<file path="config.mk">
export PLATFORM = sky130hd
export DESIGN_NAME = vga_timing_generator_flat
export DESIGN_NICKNAME = d
export VERILOG_FILES = /design/src/rtl/vga_timing_generator_pkg.sv /design/src/rtl/vga_timing_generator_if.sv /design/src/rtl/vga_timing_generator_axis_counter.sv /design/src/rtl/vga_timing_generator.sv /design/src/flat_wrapper.sv
export SDC_FILE = /design/constraint.sdc
export NUM_CORES = 1
export LEC_CHECK = 0
export BUFFER_PORTS_ARGS = -buffer_cell sky130_fd_sc_hd__buf_2
export CAP_MARGIN = 20
export CORE_MARGIN = 2
export CORE_UTILIZATION = 43
export DETAILED_ROUTE_END_ITERATION = 7
export PLACE_DENSITY = 0.72
export REMOVE_ABC_BUFFERS = 1
export SLEW_MARGIN = 20
export SYNTH_ARGS = -nofsm -noshare
export SYNTH_HDL_FRONTEND = slang
export SYNTH_SLANG_ARGS = --single-unit
</file>
<file path="constraint.sdc">
create_clock -name vga_clock -period 2.7 [get_ports vga_clock]
set_input_delay 0.27 -clock vga_clock [delete_from_list [all_inputs] [get_ports vga_clock]]
set_output_delay 0.27 -clock vga_clock [all_outputs]
set_load 0.01 [all_outputs]
</file>
<file path="src/rtl/vga_timing_generator_pkg.sv">
// rtl/vga_timing_generator_pkg.sv - shared VGA phase enum, default timing constants, phase helper
//
// Contents:
//   axis_phase_e   phase of one scan axis: VISIBLE -> FRONT -> SYNC -> BACK -> VISIBLE
//   DEF_*          default 640x480@60 timing (800 x 525 totals, sync bounds)
//   phase_of()     maps an axis count onto its phase given the region widths
package vga_timing_generator_pkg;

    typedef enum logic [1:0] {
        VISIBLE = 2'd0,
        FRONT   = 2'd1,
        SYNC    = 2'd2,
        BACK    = 2'd3
    } axis_phase_e;

    localparam int DEF_H_VISIBLE = 640;
    localparam int DEF_H_FRONT   = 16;
    localparam int DEF_H_SYNC    = 96;
    localparam int DEF_H_BACK    = 48;
    localparam int DEF_V_VISIBLE = 480;
    localparam int DEF_V_FRONT   = 10;
    localparam int DEF_V_SYNC    = 2;
    localparam int DEF_V_BACK    = 33;

    localparam int DEF_H_TOTAL       = DEF_H_VISIBLE + DEF_H_FRONT + DEF_H_SYNC + DEF_H_BACK;
    localparam int DEF_V_TOTAL       = DEF_V_VISIBLE + DEF_V_FRONT + DEF_V_SYNC + DEF_V_BACK;
    localparam int DEF_HSYNC_START   = DEF_H_VISIBLE + DEF_H_FRONT;
    localparam int DEF_HSYNC_END     = DEF_HSYNC_START + DEF_H_SYNC;
    localparam int DEF_VSYNC_START   = DEF_V_VISIBLE + DEF_V_FRONT;
    localparam int DEF_VSYNC_END     = DEF_VSYNC_START + DEF_V_SYNC;

    function automatic axis_phase_e phase_of(
        input logic [31:0] count,
        input logic [31:0] visible_len,
        input logic [31:0] front_len,
        input logic [31:0] sync_len
    );
        if (count < visible_len)
            return VISIBLE;
        else if (count < visible_len + front_len)
            return FRONT;
        else if (count < visible_len + front_len + sync_len)
            return SYNC;
        else
            return BACK;
    endfunction

endpackage

</file>
<file path="src/rtl/vga_timing_generator_if.sv">
// rtl/vga_timing_generator_if.sv - video timing output bundle
//
// Signals:
//   column, row      current scan position
//   display_enable   position lies inside the visible area
//   hsync, vsync     active-low syncs, one cycle behind the position
//   vblank_tick      one-cycle pulse on the first cycle of vertical blank
//   frame_count      completed frames, wrapping at 16 bits
// Modports: master drives the bundle (timing generator), slave consumes it.
interface vga_timing_generator_if;

    logic [31:0] column;
    logic [31:0] row;
    logic        display_enable;
    logic        hsync;
    logic        vsync;
    logic        vblank_tick;
    logic [15:0] frame_count;

    modport master (
        output column,
        output row,
        output display_enable,
        output hsync,
        output vsync,
        output vblank_tick,
        output frame_count
    );

    modport slave (
        input column,
        input row,
        input display_enable,
        input hsync,
        input vsync,
        input vblank_tick,
        input frame_count
    );

endinterface

</file>
<file path="src/rtl/vga_timing_generator_axis_counter.sv">
// rtl/vga_timing_generator_axis_counter.sv - wrapping scan-axis counter with phase and wrap pulse
//
// Ports:
//   vga_clock    pixel clock, rising edge
//   reset        asynchronous active-low reset
//   advance      step the count this cycle
//   count        registered position, 0 .. TOTAL-1
//   phase        registered phase matching count
//   next_count   value count takes at the next edge
//   next_phase   phase matching next_count
//   wrap         high when this cycle's step takes count from TOTAL-1 back to 0
module vga_axis_counter
    import vga_timing_generator_pkg::*;
#(
    parameter int VISIBLE_LEN = DEF_H_VISIBLE,
    parameter int FRONT_LEN   = DEF_H_FRONT,
    parameter int SYNC_LEN    = DEF_H_SYNC,
    parameter int BACK_LEN    = DEF_H_BACK
) (
    input  logic        vga_clock,
    input  logic        reset,
    input  logic        advance,
    output logic [31:0] count,
    output axis_phase_e phase,
    output logic [31:0] next_count,
    output axis_phase_e next_phase,
    output logic        wrap
);

    localparam logic [31:0] TOTAL = 32'(VISIBLE_LEN + FRONT_LEN + SYNC_LEN + BACK_LEN);

    assign wrap = advance && (count == TOTAL - 32'd1);

    always_comb begin
        next_count = count;
        if (advance)
            next_count = wrap ? 32'd0 : count + 32'd1;
    end

    assign next_phase = phase_of(next_count, 32'(VISIBLE_LEN), 32'(FRONT_LEN), 32'(SYNC_LEN));

    always_ff @(posedge vga_clock or negedge reset) begin
        if (!reset) begin
            count <= 32'd0;
            phase <= VISIBLE;
        end else begin
            count <= next_count;
            phase <= next_phase;
        end
    end

endmodule

</file>
<file path="src/rtl/vga_timing_generator.sv">
// rtl/vga_timing_generator.sv - VGA raster timing: position, display enable, syncs, vblank tick, frame count
//
// Ports:
//   vga_clock   pixel clock, all logic on its rising edge
//   reset       asynchronous active-low reset
//   video       master side of vga_timing_generator_if (column, row, display_enable,
//               hsync, vsync, vblank_tick, frame_count)
module vga_timing_generator
    import vga_timing_generator_pkg::*;
#(
    parameter int H_VISIBLE = DEF_H_VISIBLE,
    parameter int H_FRONT   = DEF_H_FRONT,
    parameter int H_SYNC    = DEF_H_SYNC,
    parameter int H_BACK    = DEF_H_BACK,
    parameter int V_VISIBLE = DEF_V_VISIBLE,
    parameter int V_FRONT   = DEF_V_FRONT,
    parameter int V_SYNC    = DEF_V_SYNC,
    parameter int V_BACK    = DEF_V_BACK
) (
    input  logic                   vga_clock,
    input  logic                   reset,
    vga_timing_generator_if.master video
);

    // The first edge after reset release only primes the registered outputs
    // for position (0,0); counting starts on the edge after that, so the
    // first presented cycle is (0,0) with display_enable already valid.
    logic        running;

    logic [31:0] h_count, h_next_count;
    logic [31:0] v_count, v_next_count;
    axis_phase_e h_phase, h_next_phase;
    axis_phase_e v_phase, v_next_phase;
    logic        h_wrap, v_wrap;

    logic        display_enable_q;
    logic        hsync_q;
    logic        vsync_q;
    logic        vblank_tick_q;
    logic [15:0] frame_count_q;

    vga_axis_counter #(
        .VISIBLE_LEN (H_VISIBLE),
        .FRONT_LEN   (H_FRONT),
        .SYNC_LEN    (H_SYNC),
        .BACK_LEN    (H_BACK)
    ) u_h_axis (
        .vga_clock  (vga_clock),
        .reset      (reset),
        .advance    (running),
        .count      (h_count),
        .phase      (h_phase),
        .next_count (h_next_count),
        .next_phase (h_next_phase),
        .wrap       (h_wrap)
    );

    vga_axis_counter #(
        .VISIBLE_LEN (V_VISIBLE),
        .FRONT_LEN   (V_FRONT),
        .SYNC_LEN    (V_SYNC),
        .BACK_LEN    (V_BACK)
    ) u_v_axis (
        .vga_clock  (vga_clock),
        .reset      (reset),
        .advance    (h_wrap),
        .count      (v_count),
        .phase      (v_phase),
        .next_count (v_next_count),
        .next_phase (v_next_phase),
        .wrap       (v_wrap)
    );

    always_ff @(posedge vga_clock or negedge reset) begin
        if (!reset) begin
            running          <= 1'b0;
            display_enable_q <= 1'b0;
            hsync_q          <= 1'b1;
            vsync_q          <= 1'b1;
            vblank_tick_q    <= 1'b0;
            frame_count_q    <= 16'd0;
        end else begin
            running          <= 1'b1;
            // Enable and vblank are built from the upcoming position so they
            // line up with the column/row registered on the same edge.
            display_enable_q <= (h_next_phase == VISIBLE) && (v_next_phase == VISIBLE);
            vblank_tick_q    <= (v_next_count == 32'(V_VISIBLE)) && (h_next_count == 32'd0);
            // Syncs come from the current phase, giving the one-cycle lag
            // that matches the downstream colour register.
            hsync_q          <= (h_phase != SYNC);
            vsync_q          <= (v_phase != SYNC);
            if (v_wrap)
                frame_count_q <= frame_count_q + 16'd1;
        end
    end

    assign video.column         = h_count;
    assign video.row            = v_count;
    assign video.display_enable = display_enable_q;
    assign video.hsync          = hsync_q;
    assign video.vsync          = vsync_q;
    assign video.vblank_tick    = vblank_tick_q;
    assign video.frame_count    = frame_count_q;

endmodule
</file>
<file path="src/flat_wrapper.sv">
// flat-port wrapper written by rule: the top's interface ports become plain ports
module vga_timing_generator_flat import vga_timing_generator_pkg::*;
#(
    parameter int H_VISIBLE = DEF_H_VISIBLE,
    parameter int H_FRONT   = DEF_H_FRONT,
    parameter int H_SYNC    = DEF_H_SYNC,
    parameter int H_BACK    = DEF_H_BACK,
    parameter int V_VISIBLE = DEF_V_VISIBLE,
    parameter int V_FRONT   = DEF_V_FRONT,
    parameter int V_SYNC    = DEF_V_SYNC,
    parameter int V_BACK    = DEF_V_BACK
)
  (vga_clock, reset, video_column, video_row, video_display_enable, video_hsync, video_vsync, video_vblank_tick, video_frame_count);
  vga_timing_generator_if video_i ();
  input  logic vga_clock;
  input  logic reset;
  output wire logic [$bits(video_i.column)-1:0] video_column;
  output wire logic [$bits(video_i.row)-1:0] video_row;
  output wire logic [$bits(video_i.display_enable)-1:0] video_display_enable;
  output wire logic [$bits(video_i.hsync)-1:0] video_hsync;
  output wire logic [$bits(video_i.vsync)-1:0] video_vsync;
  output wire logic [$bits(video_i.vblank_tick)-1:0] video_vblank_tick;
  output wire logic [$bits(video_i.frame_count)-1:0] video_frame_count;
  assign video_column = video_i.column;
  assign video_row = video_i.row;
  assign video_display_enable = video_i.display_enable;
  assign video_hsync = video_i.hsync;
  assign video_vsync = video_i.vsync;
  assign video_vblank_tick = video_i.vblank_tick;
  assign video_frame_count = video_i.frame_count;
  vga_timing_generator #(.H_VISIBLE(H_VISIBLE), .H_FRONT(H_FRONT), .H_SYNC(H_SYNC), .H_BACK(H_BACK), .V_VISIBLE(V_VISIBLE), .V_FRONT(V_FRONT), .V_SYNC(V_SYNC), .V_BACK(V_BACK)) u_core (.vga_clock(vga_clock), .reset(reset), .video(video_i));
endmodule
</file>
==> results of run 1 <==
placed cells by master (no fill, tap or decap), types with 4 or more instances in the layout:
cell type | Yosys | layout
nor4_1 | 25 | 19
nand2_1 | 45 | 44
a31oi_1 | 5 | 5
xnor2_1 | 48 | 48
and4_1 | 14 | 11
dfrtp_1 | 87 | 86
o21ai_0 | 17 | 15
a21o_1 | 4 | 4
inv_1 | 9 | 9
buf_2 | 5 | 84
nand3_2 | 0 | 4
xor2_1 | 32 | 31
or2_2 | 7 | 7
mux2i_1 | 7 | 7
clkbuf_16 | 0 | 9
and3_1 | 15 | 15
nand3_1 | 32 | 28
and2_1 | 9 | 9
nor4_2 | 0 | 4
buf_6 | 1 | 5
nand4_1 | 37 | 37
nor4_4 | 3 | 5
nor2b_1 | 4 | 4
buf_4 | 0 | 111
nand2b_1 | 5 | 5
nor2_1 | 48 | 47
nor3_1 | 15 | 11
worst max-delay path: cells and delay by family (launching register included):
kind | cells | cell delay (ns)
AOI/OAI and AO/OA | 2 | 0.39
buffers and inverters | 1 | 0.23
DFF | 1 | 0.40
and+or+nand+nor | 6 | 1.65
state kept, by name (all words and copies together), names as in the netlist:
register	flops
u_core.u_h_axis.count	32
u_core.u_v_axis.count	32
u_core.video.frame_count	16
u_core.u_h_axis.phase	2
u_core.u_v_axis.phase	2
u_core.running	1
u_core.video.display_enable	1
u_core.video.hsync	1
u_core.video.vblank_tick	1
u_core.video.vsync	1
Yosys cell counts (2+ instances only):
| library cell | n |
|---|---|
| nor4_4 | 3 |
| nor4_1 | 25 |
| nor2_1 | 48 |
| nand3_1 | 32 |
| or3_1 | 4 |
| nand2_1 | 45 |
| nor4b_1 | 5 |
| xnor2_1 | 48 |
| dfstp_2 | 2 |
| mux2_2 | 3 |
| o21ai_0 | 17 |
| a211oi_1 | 2 |
| nor4bb_1 | 3 |
| nor2b_1 | 4 |
| nand4b_1 | 2 |
| inv_1 | 9 |
| a311oi_1 | 2 |
| a22oi_1 | 2 |
| nor3_1 | 15 |
| a31oi_1 | 5 |
| and4_1 | 14 |
| nor3b_1 | 2 |
| nand4_1 | 37 |
| buf_2 | 5 |
| clkbuf_1 | 17 |
| o31ai_1 | 4 |
| dfrtp_1 | 87 |
| ha_1 | 4 |
| a21oi_1 | 2 |
| a21o_1 | 4 |
| mux2i_1 | 7 |
| nand2b_1 | 5 |
| and2_1 | 9 |
| xor2_1 | 32 |
| and3_1 | 15 |
| or2_2 | 7 |
routing by layer:
metal  track usage (%)  vias to the layer above
met5                 0                        -
met4              10.6                        0
met3              4.68                       35
met2              40.2                      184
met1              31.8                     2494
li1                  -                     2366
final cells by class:
cell class                 instances  area (um2)  share of cell area, %
tap                              147         184                   2.58
inverter                           9        33.8                  0.474
clock buffer                      14         264                   3.70
sequential                        89        2230                   31.3
multi-input combinational        425        3020                   42.3
timing repair buffer             202        1340                   18.8
clock inverter                     2        60.1                  0.842
power by group:
part | switching [mW] | total (mW) | leakage [nW] | internal [mW]
Combinational | 0.297 | 0.541 | 2.21 | 0.244
Sequential | 0.0591 | 1.44 | 1.22 | 1.38
Clock | 0.511 | 1.37 | 0.157 | 0.863
worst max path at each step:
stage	slack (ns)	endpoint	cells after the start
6_report	-0.07	u_core.u_v_axis.phase[1]	9
5_1_grt	-0.24	u_core.u_v_axis.phase[1]	9
4_1_cts	0.0002	u_core.u_v_axis.phase[1]	10
3_5_place_dp	-0.1	u_core.video.display_enable	11
3_3_place_gp	-0.05	u_core.video.display_enable	9
2_1_floorplan	-0.35	u_core.video.display_enable	9
logic make-up after synthesis:
family          Yosys count  share of synthesized area (%)
mux                      10                           2.01
compound gates           47                           5.87
xor+xnor                 80                           13.5
simple gates            283                           31.8
other cells               1                         0.0724
flops                    89                           43.1
fa+ha+maj                 4                          0.967
buf+inv                  33                           2.66
timing repair:
item                                    CTS  global route
hold endpoints to repair                 40             0
pin swaps                                14            15
hold buffers                              1             0
endpoints found under the setup margin    5            17
resized for setup                        17            32
setup buffers                             9             5
metrics by stage:
| step | power [mW] | utilization, % | area, um2 |
|---|---|---|---|
| floorplan | 1.72 | - | 5070 |
| global placement | 1.95 | 54.5 | 6460 |
| detailed placement | 1.96 | 54.5 | 6460 |
| CTS | 3.36 | 58.6 | 6950 |
| global route | 3.49 | 60.1 | 7130 |
| finish | 3.35 | 60.1 | 7130 |
==> flow_summary.json, run 1 <==
{
  "yosysSeqAreaShare_pct": 43.1,
  "antennaDiodeCount": 0,
  "synth-edff-count": 0,
  "clk_pin_slew_worst_paths_ns": 0.06,
  "violations": "setup timing",
  "coreArea_um2": 11900,
  "finalCritPeriodShare_pct": 103,
  "cts-root-buf": "clkbuf_16",
  "required_ns": 2.95,
  "p_per_area_nw_per_um2": 470,
  "syn-cell-area_um2": 5180,
  "io_buffers": 85,
  "p_leak_nw": 3.58,
  "wl_per_cell_um": 17.8,
  "ys_async_sr_fraction_pct": 100,
  "setup_ws_ns": -0.0696,
  "rrSetupSlack_ns": -0.07,
  "synthDistinctLibCells": 56,
  "syn_inst": 547,
  "crit_start": "u_core.u_h_axis.count[5]",
  "first_iter_violations": 387,
  "max_stage_delay_ns": 0.40,
  "grt_usage_pct": 24.5,
  "drt-total-wl_um": 15800,
  "viasPerCell": 5.72,
  "area_growth_pct": 37.8,
  "outcome": "finished with violations",
  "placed_cells": 857,
  "synth_warnings": 0,
  "cts_tree": "yes",
  "ir_drop_uv": 434,
  "rsz0062_at_grt": "yes",
  "fill_cells": 970,
  "synth_top_area_share_pct": 42.1,
  "hold_depth": 1,
  "whs_ns": 0.400,
  "wl_met2_um": 7830,
  "fin_cells": 888,
  "cap_violations": 0,
  "drtAntennaViolNets": 0,
  "cts_inserted_buffers": 9,
  "fmax_mhz": 361,
  "grt_max_degree": 49,
  "min_period_ns": 2.77,
  "place_congestion": 0.976,
  "slew_headroom_pct": 60.9,
  "hold_violations": 0,
  "fin_skew_ns": 0.0106,
  "synth_area_per_cell_um2": 9.46,
  "remaining_drc_errors": 0,
  "arrival_ns": 3.02,
  "nets": 742,
  "floorplan.initialDensity_pct": 43.6,
  "ctsHtreeMaxLevel": 3,
  "hpwl_um": 11500,
  "firstDrtPassIters": 5,
  "grt_overflow": 0,
  "met1Wirelength_um": 6680,
  "rr_worst_depth": 9,
  "layout-drive-gt1-share_pct": 36.0,
  "ys_ff_latch": 89,
  "pre_cts_ws_ns": -0.0951,
  "die_h_um": 114,
  "synth_top_area_cell": "dfrtp_1",
  "synthTopCellsByArea": "dfrtp_1, xnor2_1, xor2_1, nand4_1, nor2_1",
  "rr_endpoint": "u_core.u_v_axis.phase[1]",
  "dieArea_um2": 12900,
  "setup_tns_ns": -0.244,
  "end_kind": "register",
  "clk_path_buf_depth": 2,
  "hp-start": "u_core.u_h_axis.phase[1]",
  "grt_pass1_wl_um": 24900,
  "worstMarginPinSlew_ns": 0.581,
  "topRoutingLayerUsed": "met4",
  "cp_max_fo": 10,
  "grt_pass1_vias": 4946,
  "fp-row-count": 40,
  "io_pins": 86,
  "start_kind": "register",
  "crit_type": "register to register",
  "crit_path_cell_trace": "nor4_1 -> nand4_1 -> nor3_4 -> buf_4 -> or2b_1 -> or3_1 -> a21oi_1 -> nor2_1 -> o31ai_2",
  "worst_path_max_delay_cell": "dfrtp_1",
  "wl_met3_um": 839,
  "hp-class": "register to register",
  "finalSetupViolCount": 4,
  "die_x_um": 114,
  "worstSkewPairLatency_ns": 0.35,
  "vias": 5079,
  "clock-sinks": 89,
  "ys.flop_type": "dfrtp_1",
  "r2r_start": "u_core.u_h_axis.count[5]",
  "hold_end": "u_core.video.hsync",
  "slew_violations": 0,
  "antenna_found_initial": 0
}
Power figures use the tool's default switching activity.
==> inputs of run 2 (changes only) <==
- REMOVE_ABC_BUFFERS: 1 -> not set
==> flow_summary.json, run 2 (same netlist as run 1, synthesis figures left out) <==
{
  "remaining_drc_errors": 0,
  "io_pins": 86,
  "place_congestion": 0.985,
  "finalSetupViolCount": 2,
  "wl_per_cell_um": 17.5,
  "hp-start": "u_core.u_h_axis.phase[1]",
  "layout_common_cells": "buf_4, dfrtp_1, buf_2",
  "crit_path_cell_trace": "nor4b_4 -> buf_4 -> nand3_4 -> buf_4 -> nor4_4 -> mux2i_1 -> nor2_1 -> or4b_4 -> nor4_4 -> and4_1",
  "antenna_found_initial": 0,
  "slew_violations": 0,
  "worst_path_max_delay_cell": "or4b_4",
  "end_kind": "register",
  "coreArea_um2": 11900,
  "power_mw": 3.26,
  "vias": 5029,
  "rrSetupSlack_ns": -0.02,
  "io_buffers": 85,
  "topRoutingLayerUsed": "met4",
  "rsz0062_at_grt": "yes",
  "final_common_cell": "buf_4",
  "hpwl_um": 11100,
  "fp-row-count": 40,
  "pwr-share-seq_pct": 44.3,
  "grt_max_degree": 90,
  "hold_violations": 0,
  "grt_usage_pct": 23.5,
  "floorplan.initialDensity_pct": 43.6,
  "required_ns": 2.98,
  "min_period_ns": 2.72,
  "hold_end": "u_core.video.hsync",
  "synth_fp_nets": 553,
  "switching_share_pct": 28.1,
  "rr_endpoint": "u_core.video.vblank_tick",
  "max_stage_delay_ns": 0.49,
  "dpl_cell_area_um2": 6350,
  "violations": "setup timing",
  "first_iter_violations": 345,
  "cp_max_fo": 5,
  "setup_ws_ns": -0.0201,
  "clk_path_buf_depth": 2,
  "drt-total-wl_um": 15200,
  "grt_overflow": 0,
  "cts-root-buf": "clkbuf_16",
  "p_switching_mw": 0.916,
  "drtAntennaViolNets": 0,
  "r2r_start": "u_core.u_h_axis.count[4]",
  "firstDrtPassIters": 7,
  "grt_pass1_wl_um": 24400,
  "fmax_mhz": 368,
  "antennaDiodeCount": 0,
  "worstSkewPairLatency_ns": 0.35,
  "outcome": "finished with violations",
  "die_x_um": 114,
  "hp-class": "register to register",
  "met1Wirelength_um": 6300,
  "ctsHtreeMaxLevel": 3,
  "layout-drive-gt1-share_pct": 34.2,
  "clock-sinks": 89,
  "wl_met2_um": 7320,
  "cts_tree": "yes",
  "arrival_ns": 3.00,
  "p_per_area_nw_per_um2": 471,
  "hold_depth": 1,
  "dieArea_um2": 12900,
  "p_leak_nw": 3.42,
  "finalCritPeriodShare_pct": 101,
  "nets": 721,
  "critPathBufInv": 2,
  "grt_pass1_vias": 4855,
  "start_kind": "register",
  "ir_drop_uv": 335,
  "area_growth_pct": 33.9,
  "viasPerCell": 5.80,
  "clk_pin_slew_worst_paths_ns": 0.07,
  "path_delay_family": "simple AND/OR/NAND/NOR gates",
  "cts_inserted_buffers": 9,
  "crit_type": "register to register",
  "fin_skew_ns": 0.00984,
  "rr_worst_depth": 10,
  "worstMarginPinSlew_ns": 0.515,
  "p_comb_share_pct": 16.1,
  "slew_headroom_pct": 65.7,
  "internal-power_mw": 2.34,
  "crit_start": "u_core.u_h_axis.count[4]",
  "die_h_um": 114,
  "wl_met3_um": 1060,
  "p_clk_share_pct": 39.6,
  "design_area_um2": 6930,
  "cap_violations": 0
}
run 2: cell count changes in the layout (fill, tap and decap cells not counted), moves of 3 or more:
cell / before / now
or3_4: 3 / 0
nor4_2: 4 / 9
nor3_2: 2 / 5
clkbuf_1: 3 / 0
or3_1: 1 / 4
buf_4: 111 / 91
nor4_1: 19 / 13
run 2: layout make-up:
cell class,instances,area (um2)
well taps,147,184
clock inverters,7,77.6
fillers,1017,4930
clock buffers,9,225
inverters,9,33.8
flip-flops and latches,89,2230
multi-input cells,425,2990
repair buffers,181,1190
run 2: power groups by stage:
| stage | Clock (mW) | Combinational (mW) | Sequential, mW |
|---|---|---|---|
| 2_1_floorplan | 0 | 0.248 | 1.48 |
| 3_3_place_gp | 0 | 0.479 | 1.46 |
| 3_5_place_dp | 0 | 0.494 | 1.46 |
| 4_1_cts | 1.32 | 0.521 | 1.44 |
| 5_1_grt | 1.36 | 0.577 | 1.45 |
| 6_report | 1.29 | 0.525 | 1.44 |
run 2: routing by layer:
metal  track usage (%)  vias to the layer above
met5                 0                        -
met4              10.7                        0
met3              3.40                       53
met2              38.4                      211
met1              31.0                     2454
li1                  -                     2311
run 2: worst max path at each step:
stage          depth (start not counted)                          end
3_3_place_gp                          10     u_core.u_v_axis.phase[0]
2_1_floorplan                          9  u_core.video.display_enable
5_1_grt                                9     u_core.video.vblank_tick
3_5_place_dp                          11     u_core.video.vblank_tick
4_1_cts                               10     u_core.u_v_axis.phase[0]
6_report                              10     u_core.video.vblank_tick
run 2: per-stage QoR:
step / instances / worst slack [ns] / hold slack [ns] / util [%] / setup TNS [ns]
floorplan: 547 / 0.0235 / -0.0256 / - / 0
global placement: 842 / -0.0248 / 0.347 / 53.6 / -0.0248
detailed placement: 842 / -0.0575 / 0.356 / 53.6 / -0.129
CTS: 862 / -0.0252 / 0.384 / 56.9 / -0.0763
global route: 867 / -0.222 / 0.409 / 58.4 / -1.43
finish: 867 / -0.0201 / 0.384 / 58.4 / -0.0378
run 2: timing repair:
| item | in CTS | in global routing |
|---|---|---|
| pin swaps | 7 | 11 |
| hold endpoints to repair | 45 | 0 |
| resized for setup | 11 | 25 |
| setup buffers | 3 | 5 |
| setup endpoints to repair | 4 | 15 |
| hold buffers | 1 | 0 |
